$ cat src/rtl/cache_pkg.sv
// Shared types for the L1 cache controller.
// State encoding, write-select codes and way decode.
package cache_pkg;

  localparam logic [1:0] WSEL_NONE = 2'b00;
  localparam logic [1:0] WSEL_PMEM = 2'b01;
  localparam logic [1:0] WSEL_CPU  = 2'b10;

  typedef enum logic [1:0] {
    S_IDLE,
    S_CHECK,
    S_WRITEBACK,
    S_ALLOCATE
  } state_e;

  function automatic logic [1:0] way_onehot(input logic w);
    return w ? 2'b10 : 2'b01;
  endfunction

endpackage

$ cat src/rtl/cache_perf_counter.sv
// Wrapping event counter for cache statistics.
// Clears on synchronous reset, bumps on inc.
module cache_perf_counter #(
  parameter int CNT_W = 32
) (
  input  logic             clk,
  input  logic             rst,
  input  logic             inc,
  output logic [CNT_W-1:0] count
);

  logic [CNT_W-1:0] count_q;
  logic [CNT_W-1:0] count_d;

  always_comb begin
    count_d = count_q;
    if (inc) count_d = count_q + {{(CNT_W-1){1'b0}}, 1'b1};
  end

  always_ff @(posedge clk) begin
    if (rst) count_q <= '0;
    else     count_q <= count_d;
  end

  assign count = count_q;

endmodule

$ cat src/rtl/l1_cache_control.sv
// Control FSM for the 2-way set-associative L1 cache.
// Drives datapath strobes and pmem write-back/fill handshakes.
module l1_cache_control
  import cache_pkg::*;
#(
  parameter int CNT_W = 32
) (
  input  logic             clk,
  input  logic             rst,
  input  logic             mem_read,
  input  logic             mem_write,
  output logic             mem_resp,
  output logic             pmem_read,
  output logic             pmem_write,
  input  logic             pmem_resp,
  input  logic [1:0]       cache_hit,
  input  logic             way,
  input  logic             write_back,
  input  logic             way_reg,
  output logic             load_way_reg,
  output logic             way_sel,
  output logic [1:0]       write_sel,
  output logic [1:0]       read_data_array,
  output logic [1:0]       load_tag,
  output logic [1:0]       load_valid,
  output logic [1:0]       load_dirty,
  output logic             set_valid,
  output logic             set_dirty,
  output logic             load_lru,
  output logic             set_lru,
  output logic [CNT_W-1:0] hit_count,
  output logic [CNT_W-1:0] miss_count,
  output logic [CNT_W-1:0] wb_count
);

  state_e state_q, state_d;
  logic   from_alloc_q, from_alloc_d;
  logic   hit_inc, miss_inc, wb_inc;
  logic   hit;

  assign hit = |cache_hit;

  always_comb begin
    state_d         = state_q;
    from_alloc_d    = 1'b0;
    mem_resp        = 1'b0;
    pmem_read       = 1'b0;
    pmem_write      = 1'b0;
    load_way_reg    = 1'b0;
    way_sel         = 1'b0;
    write_sel       = WSEL_NONE;
    read_data_array = 2'b00;
    load_tag        = 2'b00;
    load_valid      = 2'b00;
    load_dirty      = 2'b00;
    set_valid       = 1'b0;
    set_dirty       = 1'b0;
    load_lru        = 1'b0;
    set_lru         = 1'b0;
    hit_inc         = 1'b0;
    miss_inc        = 1'b0;
    wb_inc          = 1'b0;
    unique case (state_q)
      S_IDLE: begin
        read_data_array = 2'b11;
        if (mem_read || mem_write) state_d = S_CHECK;
      end
      S_CHECK: begin
        read_data_array = 2'b11;
        if (hit) begin
          mem_resp = 1'b1;
          load_lru = 1'b1;
          set_lru  = ~way;
          if (mem_write) begin
            way_sel    = way;
            write_sel  = WSEL_CPU;
            load_dirty = way_onehot(way);
            set_dirty  = 1'b1;
          end
          // the post-fill lookup is the tail of a miss, not a new hit
          hit_inc = ~from_alloc_q;
          state_d = S_IDLE;
        end else begin
          load_way_reg = 1'b1;
          miss_inc     = 1'b1;
          state_d      = write_back ? S_WRITEBACK : S_ALLOCATE;
        end
      end
      S_WRITEBACK: begin
        way_sel    = way_reg;
        pmem_write = 1'b1;
        if (pmem_resp) begin
          wb_inc  = 1'b1;
          state_d = S_ALLOCATE;
        end
      end
      S_ALLOCATE: begin
        way_sel   = way_reg;
        pmem_read = 1'b1;
        if (pmem_resp) begin
          write_sel    = WSEL_PMEM;
          load_tag     = way_onehot(way_reg);
          load_valid   = way_onehot(way_reg);
          load_dirty   = way_onehot(way_reg);
          set_valid    = 1'b1;
          from_alloc_d = 1'b1;
          state_d      = S_CHECK;
        end
      end
      default: state_d = S_IDLE;
    endcase
  end

  always_ff @(posedge clk) begin
    if (rst) begin
      state_q      <= S_IDLE;
      from_alloc_q <= 1'b0;
    end else begin
      state_q      <= state_d;
      from_alloc_q <= from_alloc_d;
    end
  end

  cache_perf_counter #(.CNT_W(CNT_W)) u_hit_cnt (
    .clk   (clk),
    .rst   (rst),
    .inc   (hit_inc),
    .count (hit_count)
  );

  cache_perf_counter #(.CNT_W(CNT_W)) u_miss_cnt (
    .clk   (clk),
    .rst   (rst),
    .inc   (miss_inc),
    .count (miss_count)
  );

  cache_perf_counter #(.CNT_W(CNT_W)) u_wb_cnt (
    .clk   (clk),
    .rst   (rst),
    .inc   (wb_inc),
    .count (wb_count)
  );

endmodule
$ cat config.mk
export PLATFORM = sky130hd
export DESIGN_NAME = l1_cache_control
export DESIGN_NICKNAME = d
export VERILOG_FILES = /design/src/rtl/cache_pkg.sv /design/src/rtl/cache_perf_counter.sv /design/src/rtl/l1_cache_control.sv
export SDC_FILE = /design/constraint.sdc
export NUM_CORES = 1
export LEC_CHECK = 0
export CAP_MARGIN = 20
export CORE_MARGIN = 2
export CORE_UTILIZATION = 50
export CTS_BUF_LIST = sky130_fd_sc_hd__clkbuf_16
export DETAILED_ROUTE_END_ITERATION = 8
export GPL_TIMING_DRIVEN = 1
export PLACE_DENSITY_LB_ADDON = 0.3
export SYNTH_ARGS = -nofsm -noshare
export SYNTH_HDL_FRONTEND = slang
export SYNTH_SLANG_ARGS = --single-unit
export TNS_END_PERCENT = 1
$ cat constraint.sdc
create_clock -name clk -period 2.9 [get_ports clk]
set_input_delay 0.87 -clock clk [delete_from_list [all_inputs] [get_ports clk]]
set_output_delay 0.87 -clock clk [all_outputs]
set_load 0.01 [all_outputs]
* Yosys cells after proc, flatten, opt, wreduce, memory -nomap -nowiden
Index checks and enable logic that the tools add are counted.
** Storage, ports and cells
- Register bits :: 99
- Bits of input ports :: 10
- Output and inout bits :: 115
- Logic and storage cells :: 59
** Operators by class
- $add $sub $neg :: 3
- Equality and inequality tests :: 6
- Muxes and demuxes :: 37
- Bitwise gates (word level) :: 2
- Reduce and logical (&&, ||, !) cells :: 6
** Operator list (number)
- 32-bit by 1-bit adder with 32-bit output (second input constant) :: 3
- 2-bit 2-to-1 mux :: 13
- 1-bit 2-to-1 mux :: 20
- 2-bit case mux with 2 select lines :: 2
- 2-bit case mux with 4 select lines :: 1
- 2-bit != test (second input constant) :: 3
- 2-bit OR reduction :: 3
- 2-bit == test (second input constant) :: 2
- 3-bit AND reduction :: 1
- 2-bit by 1-bit == test with 1-bit output (second input constant) :: 1
- 2-bit zero test :: 1
- 1-bit NOT :: 2
- 1-bit case mux with 2 select lines :: 1
- 1-bit logical OR :: 1

* Logic depth before layout (Yosys ltp)
Gate-level depths: netlist of the first run.
- Depth after elaboration :: 4
- Gate-level depth with buffers :: 9
- Mapped depth without buffers :: 8

* By module
From an unflattened synthesis of the first run, not the netlist that was laid out.
** Unflattened totals
- Cell total of the unflattened synthesis :: 591
- Area, all modules :: 5062.4 µm²
** Modules (own cells, without submodules)
- cache_perf_counter :: times used 3, cells an instance 181, area each 1564.0 µm², sequential area each 640.6 µm²
- l1_cache_control :: times used 1, cells an instance 48, area each 370.4 µm², sequential area each 60.1 µm²

* Least setup slack after synthesis of the first run
Ideal clock, no wire load.
- Path kind :: input to output
- From :: in cache_hit[1]
- To :: out load_dirty[1]
- Arrival time :: 1.845 ns
- Required time :: 2.030 ns
- Path slack :: 0.185 ns
- Stages on the path :: 5
- Path buffers :: 0
- Cells stage by stage :: o21ai_1 -> inv_2 -> nand2_1 -> inv_1 -> a21o_1
** Between the ends
- Cells in the longest elaborated chain, start to end :: 3
** Ends and longest elaborated chain
- start: declaration :: line l1_cache_control.sv:16 : input logic [1:0] cache_hit,
- 2-bit OR reduction :: line l1_cache_control.sv:41 : assign hit = |cache_hit;
- 2-bit 2-to-1 mux :: line l1_cache_control.sv:70 : if (hit) begin
- 2-bit case mux with 2 select lines :: line l1_cache_control.sv:63 : unique case (state_q)
- end: declaration :: line l1_cache_control.sv:26 : output logic [1:0] load_dirty,
Every way passes these cells.

* Worst setup path in the final report of the first run
- From :: in mem_write
- To :: out load_dirty[0]
** Between the ends
- Cells in the longest elaborated chain, start to end :: 3
** Ends and longest elaborated chain
- start: declaration :: line l1_cache_control.sv:11 : input logic mem_write,
- 2-bit 2-to-1 mux :: line l1_cache_control.sv:74 : if (mem_write) begin
- 2-bit 2-to-1 mux :: line l1_cache_control.sv:70
- 2-bit case mux with 2 select lines :: line l1_cache_control.sv:63
Every way passes these cells.

==> out/metrics.csv, run 1 <==
stage,metric,value,unit
outcome,status,finished clean,
drt,top layer reached by signal wires,met4,
sta,Final Cycle Share,97.7,%
drt,Final ANT Viol Nets,0,
sta,crit path time final,2.83,ns
placed_design,routability cong.,0.847,
logic_synthesis,Post-Syn Area,4960,µm²
placed_design,PortBufs,124,
die,Core Rows,36,
worst_setup_path,critical path capture point type,primary output,
worst_setup_path,WP data arrival,1.96,ns
worst_setup_path,kind of critical path,in2out,
layout,# nets final,742,
sta,Final Hold Fails,0,
layout,"most common cell after layout, fill and taps aside",clkdlybuf4s50_1,
layout,layout cell share with drive strength beyond 1,9.33,%
worst_setup_path,crit-path max cell delay,0.50,ns
clocking,latest clock arrival within the worst-skew pair,0.34,ns
power,VDD IR max,0.000378,V
worst_setup_path,"delay-heaviest family, CP",buffers and inverters,
global_route,initial antenna violation count,0,
logic_synthesis,Mean Syn Cell Area,8.33,µm²
placed_design,hpwl dp,9.31,mm
sta,# setup viols final,0,
placed_design,setup slack at placement,-0.467,ns
clocking,TritonCTS buffer count,9,
clocking,clk sinks,99,
global_route,vias in the first global route,4638,
hold_path,worst hold path type,reg2reg,
logic_synthesis,Synth Register Bits,99,
sta,unrepaired setup endpoints after global routing,false,
logic_synthesis,YS warnings,0,
flow_run,Max-Cap Viols,0,
sta,Worst-Margin Slew,0.732,ns
logic_synthesis,synth unique cells,43,
layout,Layout area overhead,35.1,%
drt,Initial DRC Count,228,
die,die area,10700,µm²
sta,setup ws final,0.0676,ns
drt,First-pass DRT Iterations,4,
layout,most frequent cells in the layout,"104 x clkdlybuf4s50_1, 99 x dfxtp_1, 57 x nor2_1, 47 x a21oi_1, 32 x nand2_1",
global_route,Total Routing Usage GR,23.5,%
drt,drt via density,5.75,
clocking,Max clock buf depth,2,
sta,Fin Hold WS,0.489,ns
clocking,H-tree levels,3,
clocking,Clock transition at path regs,0.06,ns
drt,WL/cell,14.9,µm
worst_setup_path,CP max stage cell,clkdlybuf4s50_1,
clocking,CTS tree,yes,
worst_setup_path,crit path cell chain,"clkdlybuf4s50_1, nand2_2, buf_4, o22ai_1, dlygate4sd2_1",
sta,Pins Over Slew Limit,0,
layout,Fill cells,767,
worst_setup_path,WP buf/inv,3,
worst_setup_path,Setup crit start kind,primary input,
global_route,total grt overflow,0,
logic_synthesis,Synth Instances,596,
layout,Register Area,1980,µm²
drt,Metal-1 WL,5.63,mm
power,Pwr Total,0.00269,W
die,Top Ports,125,
drt,DRC Markers,0,
die,Core ar.,9680,µm²
drt,final WL,12.9,mm
drt,met2 wire len,6.20,mm
worst_setup_path,worst endpoint required time,2.03,ns
layout,multi-input logic area,2770,µm²
worst_setup_path,CP max FO,2,
clocking,Root Driver,clkbuf_16,
die,die height,104,µm
logic_synthesis,Syn Nets,613,
drt,DR vias,4959,
power,power per standard cell area,401,nW/µm²
layout,Antenna Cells,0,
power,Lkg Pwr,2.26,nW
sta,Setup Skew,0.00661,ns
drt,WL met3,859,µm
sta,Max Clk Rate,353,MHz
global_route,first-pass GRT wire length,21.4,mm
logic_synthesis,register area share after synthesis,39.9,%
sta,Worst slew margin,51.2,%
die,die width,104,µm
die,initial core utilization,51.3,%
global_route,largest net degree at the start of global routing,73,
[cell type report]
cell class	count	area share, %
clock buffer	9	3.36
clock inverter	6	0.877
inverter	20	1.12
multi-input combinational	443	41.3
sequential	99	29.6
tap	133	2.48
timing repair buffer	152	21.3
[metal layers]
metal | GRT usage, % | vias to the layer above
met4 | 8.20 | 0
met2 | 39.9 | 175
li1 | - | 2440
met1 | 29.4 | 2332
met5 | 0 | -
met3 | 5.10 | 12
[synth_stat cells, drive strengths merged]
| library cell | number | area, µm² |
|---|---|---|
| o32ai | 1 | 8.76 |
| nand4 | 28 | 175 |
| and3b | 1 | 8.76 |
| or3 | 23 | 144 |
| or2 | 4 | 25.0 |
| mux2 | 21 | 236 |
| xnor2 | 19 | 166 |
| nand3b | 1 | 7.51 |
| clkbuf | 18 | 67.6 |
| o31ai | 25 | 188 |
| nand3 | 27 | 140 |
| a211oi | 1 | 7.51 |
| and3 | 6 | 37.5 |
| and4 | 11 | 96.3 |
| nand2 | 34 | 128 |
| or4 | 30 | 225 |
| nor3b | 2 | 15.0 |
| and4bb | 1 | 12.5 |
| buf | 16 | 85.1 |
| inv | 20 | 75.1 |
| mux2i | 1 | 10.0 |
| o22ai | 1 | 6.26 |
| xor2 | 10 | 87.6 |
| and2 | 5 | 31.3 |
| nor2b | 20 | 125 |
| ha | 7 | 87.6 |
| nor4 | 12 | 75.1 |
| or4b | 1 | 10.0 |
| nor2 | 58 | 218 |
| nand4b | 2 | 17.5 |
| a21oi | 47 | 235 |
| nor4b | 2 | 17.5 |
| dfxtp | 99 | 1980 |
| o21ai | 23 | 115 |
| nor3 | 18 | 90.1 |
| a21o | 1 | 7.51 |
[per-stage QoR]
step,TNS [ns],instance area (µm²),std cells,utilization (%)
floorplan,0,4960,596,-
global placement,-6.98,6430,847,66.4
detailed placement,-8.91,6430,847,66.4
CTS,-0.00706,6700,862,69.2
global route,0,6710,862,69.2
finish,0,6710,862,69.2
[sequential cells by signal, summed over array words and instances, names as in the netlist]
register / cells
state_q: 2
u_hit_cnt.count: 32
u_miss_cnt.count: 32
from_alloc_q: 1
u_wb_cnt.count: 32
[where the power goes]
| part | internal [W] | switching (W) |
|---|---|---|
| Clock | 0.000658 | 0.000503 |
| Sequential | 0.00137 | 0.00000740 |
| Combinational | 0.0000688 | 0.0000877 |
[kinds of logic (layout without fill, tap and decap cells)]
group                      count (synthesis)  in the layout  share of synthesized area [%]
AOI/OAI and AO/OA                         99             99                           11.4
xor gates and xnor gates                  29             29                           5.12
adders and majority gates                  7              7                           1.76
buffers and inverters                     54            187                           4.59
DFF                                       99             99                           39.9
muxes                                     22             22                           4.96
and+or+nand+nor                          286            286                           32.2
[tightest hold or removal path: stages (launching register included)]
cell	delay, ns
dfxtp_1	0.32
o31ai_1	0.06
a21oi_1	0.05
[worst paths after layout]
| kind | start | end | slack [ns] | cells after the start |
|---|---|---|---|---|
| worst max-delay path | mem_write | load_dirty[0] | 0.07 | 5 |
| worst min-delay path | u_hit_cnt.count[24] | u_hit_cnt.count[24] | 0.49 | 2 |
| worst max register to register | state_q[1] | u_hit_cnt.count[31] | 0.51 | 8 |
| worst min register to register | u_hit_cnt.count[24] | u_hit_cnt.count[24] | 0.49 | 2 |
[what timing repair did]
item                       4_1_cts  5_1_grt
setup buffers                    0        0
resized for setup               21        6
hold buffers                     0        0
setup endpoints to repair       16        5
pin swaps                        1        1
Power figures use the tool's default switching activity.
==> inputs of run 2 (changes only) <==
--- a/config.mk
+++ b/config.mk
@@ -7,11 +7,12 @@
 export LEC_CHECK = 0
 export CAP_MARGIN = 20
 export CORE_MARGIN = 2
-export CORE_UTILIZATION = 50
+export CORE_UTILIZATION = 40
 export CTS_BUF_LIST = sky130_fd_sc_hd__clkbuf_16
 export DETAILED_ROUTE_END_ITERATION = 8
 export GPL_TIMING_DRIVEN = 1
 export PLACE_DENSITY_LB_ADDON = 0.3
+export SKIP_CTS_REPAIR_TIMING = 1
 export SYNTH_ARGS = -nofsm -noshare
 export SYNTH_HDL_FRONTEND = slang
 export SYNTH_SLANG_ARGS = --single-unit
==> run 2 against run 1 <==
Against the previous run:
- total power grew 4.6%
- fmax is 1.4% higher
- die area grew 24%
- register-to-register slack got worse by 0.02 ns
- critical path depth unchanged
- combinational power is 4% higher
- via count down 0.56%
- clock power is 10% higher
- first-iteration DRC count is 14% higher
- global-route usage decreased by 3.3 points
==> out/metrics.csv, run 2 (synthesis gave the netlist of run 1 again) <==
stage,metric,value,unit
sta,Setup Skew,0.00709,ns
die,die height,115,µm
die,initial core utilization,41.2,%
worst_setup_path,worst endpoint required time,2.03,ns
sta,Worst-Margin Slew,0.687,ns
worst_setup_path,crit-path max cell delay,0.50,ns
worst_setup_path,WP buf/inv,3,
clocking,Max clock buf depth,2,
layout,most frequent cells in the layout,"106 x clkdlybuf4s50_1, 99 x dfxtp_1, 57 x nor2_1, 47 x a21oi_1, 33 x nand2_1",
worst_setup_path,kind of critical path,in2out,
clocking,latest clock arrival within the worst-skew pair,0.34,ns
worst_setup_path,CP max FO,2,
sta,Final Hold Fails,0,
worst_setup_path,cells on worst reg2reg path,8,
placed_design,hpwl dp,9.53,mm
placed_design,PortBufs,124,
sta,crit path time final,2.79,ns
global_route,largest net degree at the start of global routing,70,
drt,Initial DRC Count,260,
placed_design,DP Area,6490,µm²
worst_setup_path,CP max stage cell,clkdlybuf4s50_1,
layout,Antenna Cells,0,
global_route,total grt overflow,0,
power,Lkg Pwr,2.46,nW
worst_setup_path,Setup crit start kind,primary input,
hold_path,worst hold path type,reg2reg,
drt,DR vias,4931,
power,Sw Share,22.1,%
sta,Max Clk Rate,358,MHz
sta,Pins Over Slew Limit,0,
layout,fin area,6860,µm²
layout,"most common cell after layout, fill and taps aside",clkdlybuf4s50_1,
worst_setup_path,WP data arrival,1.92,ns
layout,Layout area overhead,38.2,%
outcome,status,finished clean,
global_route,vias in the first global route,4577,
drt,final WL,13.2,mm
clocking,Root Driver,clkbuf_16,
sta,Final Cycle Share,96.4,%
clocking,CTS tree,yes,
worst_setup_path,critical path capture point type,primary output,
worst_setup_path,WP depth,5,
power,Psw,0.000620,W
placed_design,routability cong.,0.786,
power,Pwr Total,0.00281,W
layout,Fill cells,1107,
sta,unrepaired setup endpoints after global routing,false,
drt,Final ANT Viol Nets,0,
drt,DRC Markers,0,
power,clock power share,45.4,%
power,VDD IR max,0.000231,V
power,internal power,0.00219,W
die,die area,13300,µm²
die,die width,115,µm
drt,drt via density,5.48,
layout,layout cell share with drive strength beyond 1,9.97,%
clocking,Clock transition at path regs,0.07,ns
global_route,first-pass GRT wire length,21.9,mm
die,Core Rows,40,
power,Comb power frac,5.8,%
die,Core ar.,12100,µm²
power,power per standard cell area,410,nW/µm²
clocking,clk sinks,99,
clocking,TritonCTS buffer count,9,
hold_path,Worst Hold Depth,2,
worst_setup_path,"delay-heaviest family, CP",buffers and inverters,
global_route,initial antenna violation count,0,
drt,First-pass DRT Iterations,6,
power,Flop pwr share,48.8,%
sta,Worst slew margin,54.2,%
sta,# setup viols final,0,
die,Top Ports,125,
worst_setup_path,crit path cell chain,"clkdlybuf4s50_1, nand2_1, buf_4, o22ai_1, dlymetal6s2s_1",
drt,WL/cell,14.7,µm
layout,# nets final,745,
global_route,Total Routing Usage GR,20.2,%
clocking,H-tree levels,3,
flow_run,Max-Cap Viols,0,
[run 2: changes by cell type in the layout (fill, tap and decap cells not counted), sizes merged, moves of 2 or more]
cell,before,now
clkdlybuf4s50,104,106
dlymetal6s2s,1,16
dlygate4sd2,16,0
buf,29,33
[run 2: routing by layer]
metal,GRT usage [%],vias up,part of all wire [%]
met3,4.24,8,5.1
met5,0,-,0
li1,-,2444,-
met2,32.8,120,48
met4,7.07,0,0.99
met1,26.6,2359,46
[run 2: power groups by stage]
stage | registers, W | logic (W) | clock network, W
floorplan | 0.00140 | 0.0000791 | 0
global placement | 0.00140 | 0.000159 | 0
detailed placement | 0.00140 | 0.000163 | 0
CTS | 0.00137 | 0.000165 | 0.00132
global route | 0.00137 | 0.000177 | 0.00136
finish | 0.00137 | 0.000162 | 0.00128
[run 2: final timing paths]
kind	start	endpoint	slack (ns)
worst min register to register	u_wb_cnt.count[17]	u_wb_cnt.count[17]	0.50
worst max-delay path	mem_write	load_dirty[0]	0.11
worst max register to register	state_q[1]	u_hit_cnt.count[31]	0.49
worst min-delay path	u_wb_cnt.count[17]	u_wb_cnt.count[17]	0.50
[run 2: metrics by stage]
stage	setup TNS [ns]	hold slack (ns)	util, %	instances	worst slack (ns)
after floorplan	0	0.496	-	596	0.185
after global routing	0	0.517	56.9	900	0.0664
after global placement	-5.31	0.469	53.8	885	-0.366
final	0	0.500	56.9	900	0.106
after CTS	-3.39	0.493	56.4	900	-0.408
after detailed placement	-6.38	0.484	53.8	885	-0.395
[run 2: area by class of cell]
cell class	count	area [µm²]	share of cell area (%)
Timing Repair Buffer	155	1510	22.0
Clock inverter	6	88.8	1.29
Inverter	20	75.1	1.09
Sequential cell	99	1980	28.9
Clock buffer	9	225	3.28
Multi-Input combinational cell	443	2770	40.4
Tap cell	168	210	3.06
[run 2: tightest hold or removal path: stages, from the launching register on]
cell,delay (ns)
dfxtp_1,0.33
o31ai_1,0.07
a21oi_1,0.05
